--- config.mk ---
export PLATFORM = sky130hd
export DESIGN_NAME = prog_loader_flat
export DESIGN_NICKNAME = d
export VERILOG_FILES = /design/src/rtl/prog_loader_if.sv /design/src/rtl/prog_loader.sv /design/src/flat_wrapper.sv
export SDC_FILE = /design/constraint.sdc
export NUM_CORES = 1
export LEC_CHECK = 0
export ABC_AREA = 1
export CAP_MARGIN = 20
export CORE_MARGIN = 3
export CORE_UTILIZATION = 52
export CTS_CLUSTER_SIZE = 10
export DETAILED_ROUTE_END_ITERATION = 7
export GPL_ROUTABILITY_DRIVEN = 0
export GPL_TIMING_DRIVEN = 0
export HOLD_SLACK_MARGIN = 0.06
export PLACE_DENSITY = 0.79
export SYNTH_ARGS = -nofsm -noshare
export SYNTH_HDL_FRONTEND = slang
export SYNTH_SLANG_ARGS = --single-unit
--- constraint.sdc ---
create_clock -name clk -period 6.1 [get_ports clk]
set_input_delay 1.22 -clock clk [delete_from_list [all_inputs] [get_ports clk]]
set_output_delay 1.22 -clock clk [all_outputs]
set_load 0.02 [all_outputs]
--- src/rtl/prog_loader_if.sv ---
// Load-stream and instruction-memory bundle between the byte source and the loader.
// The master drives the byte stream; the slave is the loader producing imem and status.
interface prog_loader_if #(
  parameter int ADDR_W = 8
);
  logic              rx_valid;
  logic [7:0]        rx_data;
  logic              rx_ready;
  logic              imem_we;
  logic [ADDR_W-1:0] imem_addr;
  logic [31:0]       imem_wdata;
  logic              cpu_hold;
  logic              load_done;
  logic              load_err;

  modport master (
    output rx_valid, rx_data,
    input  rx_ready, imem_we, imem_addr, imem_wdata, cpu_hold, load_done, load_err
  );

  modport slave (
    input  rx_valid, rx_data,
    output rx_ready, imem_we, imem_addr, imem_wdata, cpu_hold, load_done, load_err
  );
endinterface

--- src/rtl/prog_loader.sv ---
// Boot loader: receives a big-endian word count then 4-byte MSB-first words,
// writes them to instruction memory and releases the CPU once the image is complete.
module prog_loader #(
  parameter int ADDR_W = 8
) (
  input  logic         clk,
  input  logic         reset,
  prog_loader_if.slave bus
);

  typedef enum logic [2:0] {
    LEN_HI,
    LEN_LO,
    DATA,
    WRITE,
    DONE,
    ERR
  } state_t;

  localparam logic [16:0] CAP = 17'd1 << ADDR_W;

  state_t            state, state_nxt;
  logic [ADDR_W:0]   word_idx, word_idx_nxt;
  logic [1:0]        byte_cnt, byte_cnt_nxt;
  logic [15:0]       len, len_nxt;
  logic [31:0]       asm_word, asm_word_nxt;

  logic              accept;
  logic [16:0]       n_ext;
  logic [ADDR_W:0]   idx_inc;

  assign accept  = bus.rx_valid && bus.rx_ready;
  // Full word count as it will be once the low length byte is taken.
  assign n_ext   = {1'b0, len[15:8], bus.rx_data};
  assign idx_inc = word_idx + {{ADDR_W{1'b0}}, 1'b1};

  always_ff @(posedge clk or posedge reset) begin
    if (reset) begin
      state    <= LEN_HI;
      word_idx <= '0;
      byte_cnt <= '0;
      len      <= '0;
      asm_word <= '0;
    end else begin
      state    <= state_nxt;
      word_idx <= word_idx_nxt;
      byte_cnt <= byte_cnt_nxt;
      len      <= len_nxt;
      asm_word <= asm_word_nxt;
    end
  end

  always_comb begin
    state_nxt    = state;
    word_idx_nxt = word_idx;
    byte_cnt_nxt = byte_cnt;
    len_nxt      = len;
    asm_word_nxt = asm_word;
    case (state)
      LEN_HI: begin
        if (accept) begin
          len_nxt   = {bus.rx_data, 8'h00};
          state_nxt = LEN_LO;
        end
      end
      LEN_LO: begin
        if (accept) begin
          len_nxt = n_ext[15:0];
          if (n_ext == 17'd0)    state_nxt = DONE;
          else if (n_ext > CAP)  state_nxt = ERR;
          else                   state_nxt = DATA;
        end
      end
      DATA: begin
        if (accept) begin
          asm_word_nxt = {asm_word[23:0], bus.rx_data};
          if (byte_cnt == 2'd3) begin
            byte_cnt_nxt = 2'd0;
            state_nxt    = WRITE;
          end else begin
            byte_cnt_nxt = byte_cnt + 2'd1;
          end
        end
      end
      WRITE: begin
        // The index is one bit wider than the address so a full-capacity image ends cleanly.
        word_idx_nxt = idx_inc;
        state_nxt    = (17'(idx_inc) == {1'b0, len}) ? DONE : DATA;
      end
      default: begin
      end
    endcase
  end

  always_comb begin
    bus.rx_ready   = 1'b0;
    bus.imem_we    = 1'b0;
    bus.cpu_hold   = 1'b1;
    bus.load_done  = 1'b0;
    bus.load_err   = 1'b0;
    bus.imem_addr  = word_idx[ADDR_W-1:0];
    bus.imem_wdata = asm_word;
    case (state)
      LEN_HI, LEN_LO, DATA: bus.rx_ready = 1'b1;
      WRITE:                bus.imem_we  = 1'b1;
      DONE: begin
        bus.cpu_hold  = 1'b0;
        bus.load_done = 1'b1;
      end
      ERR:                  bus.load_err = 1'b1;
      default: begin
      end
    endcase
  end

endmodule
--- src/flat_wrapper.sv ---
// flat-port wrapper written by rule: the top's interface ports become plain ports
module prog_loader_flat 
#(
  parameter int ADDR_W = 8
)
  (clk, reset, bus_rx_valid, bus_rx_data, bus_rx_ready, bus_imem_we, bus_imem_addr, bus_imem_wdata, bus_cpu_hold, bus_load_done, bus_load_err);
  prog_loader_if #(.ADDR_W(ADDR_W)) bus_i ();
  input  logic clk;
  input  logic reset;
  input wire logic [$bits(bus_i.rx_valid)-1:0] bus_rx_valid;
  input wire logic [$bits(bus_i.rx_data)-1:0] bus_rx_data;
  output wire logic [$bits(bus_i.rx_ready)-1:0] bus_rx_ready;
  output wire logic [$bits(bus_i.imem_we)-1:0] bus_imem_we;
  output wire logic [$bits(bus_i.imem_addr)-1:0] bus_imem_addr;
  output wire logic [$bits(bus_i.imem_wdata)-1:0] bus_imem_wdata;
  output wire logic [$bits(bus_i.cpu_hold)-1:0] bus_cpu_hold;
  output wire logic [$bits(bus_i.load_done)-1:0] bus_load_done;
  output wire logic [$bits(bus_i.load_err)-1:0] bus_load_err;
  assign bus_i.rx_valid = bus_rx_valid;
  assign bus_i.rx_data = bus_rx_data;
  assign bus_rx_ready = bus_i.rx_ready;
  assign bus_imem_we = bus_i.imem_we;
  assign bus_imem_addr = bus_i.imem_addr;
  assign bus_imem_wdata = bus_i.imem_wdata;
  assign bus_cpu_hold = bus_i.cpu_hold;
  assign bus_load_done = bus_i.load_done;
  assign bus_load_err = bus_i.load_err;
  prog_loader #(.ADDR_W(ADDR_W)) u_core (.clk(clk), .reset(reset), .bus(bus_i));
endmodule
# Word-level counts from Yosys, hierarchy flattened
# Index checks and enable logic that the tools add are counted.
[op_classes]
n_addsub = 2
n_lt_le_gt_ge = 1
n_eq_ne = 11
n_mux = 17
n_bitwise = 1
reduce_logical = 10
[op_table]
columns = ["cell", "count"]
rows = [
  ["one-hot mux 16 bit (2 select lines)", 1],
  ["2-to-1 mux 3 bit", 7],
  ["zero test 17 bit", 1],
  ["== test 9 x 16 -> 1 bit", 1],
  ["> comparator 16 x 9 -> 1 bit (second input constant)", 1],
  ["2-to-1 mux 16 bit", 1],
  ["one-hot mux 3 bit (4 select lines)", 1],
  ["adder 9 x 1 -> 9 bit (second input constant)", 1],
  ["2-to-1 mux 8 bit", 1],
  ["!= test 2 x 1 -> 1 bit (second input constant)", 4],
  ["== test 3 x 2 -> 1 bit (second input constant)", 2],
  ["== test 3 bit (second input constant)", 2],
  ["AND reduction 3 bit", 2],
  ["2-to-1 mux 1 bit", 5],
  ["AND reduction 5 bit", 1],
  ["nonzero test 4 bit", 1],
  ["== test 3 x 1 -> 1 bit (second input constant)", 1],
  ["zero test 3 bit", 1],
  ["OR reduction 3 bit", 1],
  ["adder 2 x 1 -> 2 bit (second input constant)", 1],
  ["== test 2 bit (second input constant)", 1],
  ["2-to-1 mux 2 bit", 1],
  ["AND reduction 2 bit", 1],
  ["nonzero test 2 bit", 1],
  ["other kinds (2)", 2],
]
[word_totals]
register_bits = 62
in_bits = 11
output_inout_bits = 45

# Longest topological paths before layout
[depth]
depth_word = 6
mapped_depth = 13
mapped_depth_nobuf = 13

# Worst setup path after synthesis
# OpenSTA, ideal clock, no wires.
[synth_path]
path_type = "register to output"
start = "reg u_core.state[0]"
end = "out bus_load_err"
arrival_time_ns = 1.065
slack_ns = 3.815
path_stages_with_launch = 3
path_cell_list = "dfrtp_1 -> inv_1 -> nor3_1"
[synth_via]
elab_chain_len = 2
[synth_rtl]
columns = ["element", "line_no", "rtl"]
rows = [
  ["start, declared", "prog_loader.sv:22", "state_t state, state_nxt;"],
  ["start signal, assigned", "prog_loader.sv:45", "state <= state_nxt;"],
  ["== test 3 bit", "prog_loader.sv:103", "case (state)"],
  ["2-to-1 mux 1 bit", "prog_loader.sv:103", ""],
  ["end, declared", "flat_wrapper.sv:18", "output wire logic [$bits(bus_i.load_err)-1:0] bus_load_err;"],
]
# No other way between the ends.

# Worst setup path in the final report
[layout_path]
start = "reg u_core.state[2]"
end = "out bus_imem_we"
[layout_via]
elab_chain_len = 2
[layout_rtl]
columns = ["element", "line_no", "rtl"]
rows = [
  ["== test 3 x 2 -> 1 bit", "prog_loader.sv:103", ""],
  ["2-to-1 mux 1 bit", "prog_loader.sv:103", ""],
  ["end, declared", "flat_wrapper.sv:13", "output wire logic [$bits(bus_i.imem_we)-1:0] bus_imem_we;"],
]
# No other way between the ends.

==> impl_metrics.yaml <==
run_status:
  status: "finished clean"
synthesis:
  yosys.cell_count.top_type: "nand2_1"
  syn_area_mm2: 0.003108
  synth_warnings: 0
  synth_edf_count: 0
  yosysSeqAreaShare_pct: 49.92
  synth.top_cell.area_share_pct: 49.92
  avgSynthCellArea_um2: 8.244
  async_reset_ff_share_pct: 100.0
  synth.top_cells.by_count: "100 x nand2_1, 64 x inv_1, 62 x dfrtp_1"
  synth_top_area_cell: "dfrtp_1"
  synth_cells: 377
  ys.flop_type: "dfrtp_1"
  yosysUniqueCellTypes: 28
  ys_top_cells_by_area: "dfrtp_1 50%, nand2_1 12%, inv_1 7.7%"
  synthesis.nets: 390
  synth_seq_cells: 62
final_layout:
  syn2layout_area_growth_pct: 26.85
  multi_input_area_mm2: 0.001174
  seq_area_mm2: 0.001551
  nFillCells: 435
  nets: 457
  final_cells: 521
  drive_above_1_share_pct: 15.14
  antenna_cells: 0
  final_area_mm2: 0.003943
worst_hold_path:
  hp-start: "u_core.bus.imem_wdata[26]$_DFFE_PP0P_"
  hold_end: "u_core.bus.imem_wdata[26]$_DFFE_PP0P_"
  hold_path.class: "flip-flop to flip-flop"
  holdPathStages: 2
critical_path:
  crit_chain: "nor2_2, inv_1, nor2_2, clkdlybuf4s50_1"
  startpoint_type: "flip-flop"
  cp.required_ps: 4880
  timing.rr.end: "u_core.state[1]$_DFFE_PP0P_"
  worstSetupEndpointType: "primary output"
  crit_buf_inv: 2
  reg2reg_depth: 11
  crit_slowest_cell: "clkdlybuf4s50_1"
  rrSetupSlack_ps: 4260
  crit_path_frequent_cell: "nor2_2"
  timing.rr.start: "u_core.word_idx[0]$_DFFE_PP0P_"
  crit_fanout: 10
  arrival_ps: 2120
  worst-setup-path-type: "flip-flop to primary output"
  cp_top_family: "buffers and inverters"
  slowest_delay_ps: 690
sta:
  post-route-period-util_pct: 54.69
  drv_slew: 0
  rsz0062_at_grt: "no"
  setup_viol_count_final: 0
  hold_viol: 0
  setup_tns_ps: 0
  relSlewSlack_pct: 68.62
  setup_slack_ps: 2764
  worst_pin_slew_ps: 470.0
  post-route-min-period_ps: 3336
  final.setup_skew_ps: 3.967
  timing.fmax_mhz: 299.8
floorplan:
  die_w_um: 83.31
  io-pin-count: 56
  die_h_um: 83.31
  start_util_pct: 55.09
  die_area_mm2: 0.006941
  coreArea_mm2: 0.005642
  rows: 27
routing:
  drt_wl_total_um: 6635
  avgRoutedWirePerCell_um: 12.74
  ant_nets: 0
  dr.first_iter.drc_count: 103
  vias: 2637
  via_per_inst: 5.061
  drcViolationCount: 0
  firstDrtPassIters: 5
grt:
  antenna_found_initial: 0
  gr-total-overflow: 0
  grt_pass1_wl_um: 11650
  grtUsageTotal_pct: 20.86
  grt_max_degree: 42
  grt_pass1_vias: 2552
cts:
  cts_setup_buffers: 0
  clk_pin_slew_ps: 70
  clock-sinks: 62
  clk_latency_ps: 340
  root_buffer: "clkbuf_8"
  cts-htree-levels: 3
  cts_buffer_depth: 2
  cts_buffers: 9
  cts_resized: 0
  ctsHoldBuffers: 0
  cts_tree: "yes"
pwr:
  max-vdd-ir-drop_mv: 0.1510
  p_leak_nw: 1.907
  powerDensity_mw_per_mm2: 209.6
  total_power_w: 0.0008264
placement:
  dp_slack_ps: 3092
  dp_cells: 505
  placed_cell_area_mm2: 0.003769
  dp_hpwl_um: 5068
  port_buffers: 55
run:
  drv_cap: 0
==> placed cells by master, fill, tap and decap left out, drive strengths merged <==
cell type	instances
nand2	102
inv	69
dfrtp	62
clkdlybuf4s50	55
o21ai	47
nand3	24
nor2	24
buf	17
a21oi	9
clkbuf	9
o22ai	8
nor3	7
nand4	4
clkinvlp	3
clkinv	3
ha	2
a31oi	1
o21a	1
nand2b	1
xor2	1
==> state kept, by name, indices dropped and copies added (netlist names) <==
signal and count:
u_core.bus.imem_wdata 32, u_core.len 16, u_core.word_idx 9, u_core.state 3, u_core.byte_cnt 2
==> final cells by class <==
| type | count | share of cell area (%) |
|---|---|---|
| inverter | 68 | 6.538 |
| timing repair buffer | 56 | 14.47 |
| clock inverter | 7 | 1.269 |
| tap | 72 | 2.285 |
| buffer | 16 | 3.174 |
| sequential | 62 | 39.35 |
| clock buffer | 9 | 3.142 |
| multi-input combinational | 231 | 29.77 |
==> worst min-delay path: stages (launching register included) <==
cell and delay [ps]:
dfrtp_1 350, nand2_1 50, nand2_1 50
==> metrics by stage <==
stage | util [%] | hold WS, ps
2_1_floorplan | - | 445.9
3_3_place_gp | 66.44 | 454.9
3_5_place_dp | 66.80 | 465.0
4_1_cts | 69.88 | 483.7
5_1_grt | 69.88 | 511.3
6_report | 69.88 | 478.4
==> routing by layer <==
| layer | vias up | track usage (%) | wire, µm |
|---|---|---|---|
| met5 | - | 0 | 0 |
| met4 | 0 | 10.25 | 95 |
| met3 | 10 | 4.167 | 326 |
| met2 | 80 | 32.51 | 3225 |
| met1 | 1225 | 27.76 | 2988 |
| li1 | 1322 | - | - |
==> worst max-delay path by stage <==
stage                                     start                                    to  slack, ps  cells past startpoint
floorplan                                 reset  u_core.bus.imem_wdata[0]$_DFFE_PP0P_       3340                      1
global placement                          reset           u_core.state[1]$_DFFE_PP0P_       2290                      2
detailed placement                 bus_rx_valid            u_core.len[12]$_DFFE_PP0P_       3090                      7
CTS                 u_core.state[2]$_DFFE_PP0P_                           bus_imem_we       2730                      4
global route        u_core.state[2]$_DFFE_PP0P_                           bus_imem_we       2600                      4
finish              u_core.state[2]$_DFFE_PP0P_                           bus_imem_we       2760                      4
==> where the power goes <==
| group | switching [W] | internal [W] |
|---|---|---|
| registers | 0.00000815 | 0.000424 |
| logic | 0.0000438 | 0.0000337 |
| clock network | 0.000169 | 0.000147 |
| total | 0.000221 | 0.000605 |
==> logic make-up after synthesis <==
group,share of synthesized area [%]
buf+inv,12.32
fa+ha+maj,0.8050
compound gates,13.00
flops,49.92
simple gates,23.67
xor+xnor,0.2819
Note: power is estimated with default switching activity, not from simulation.
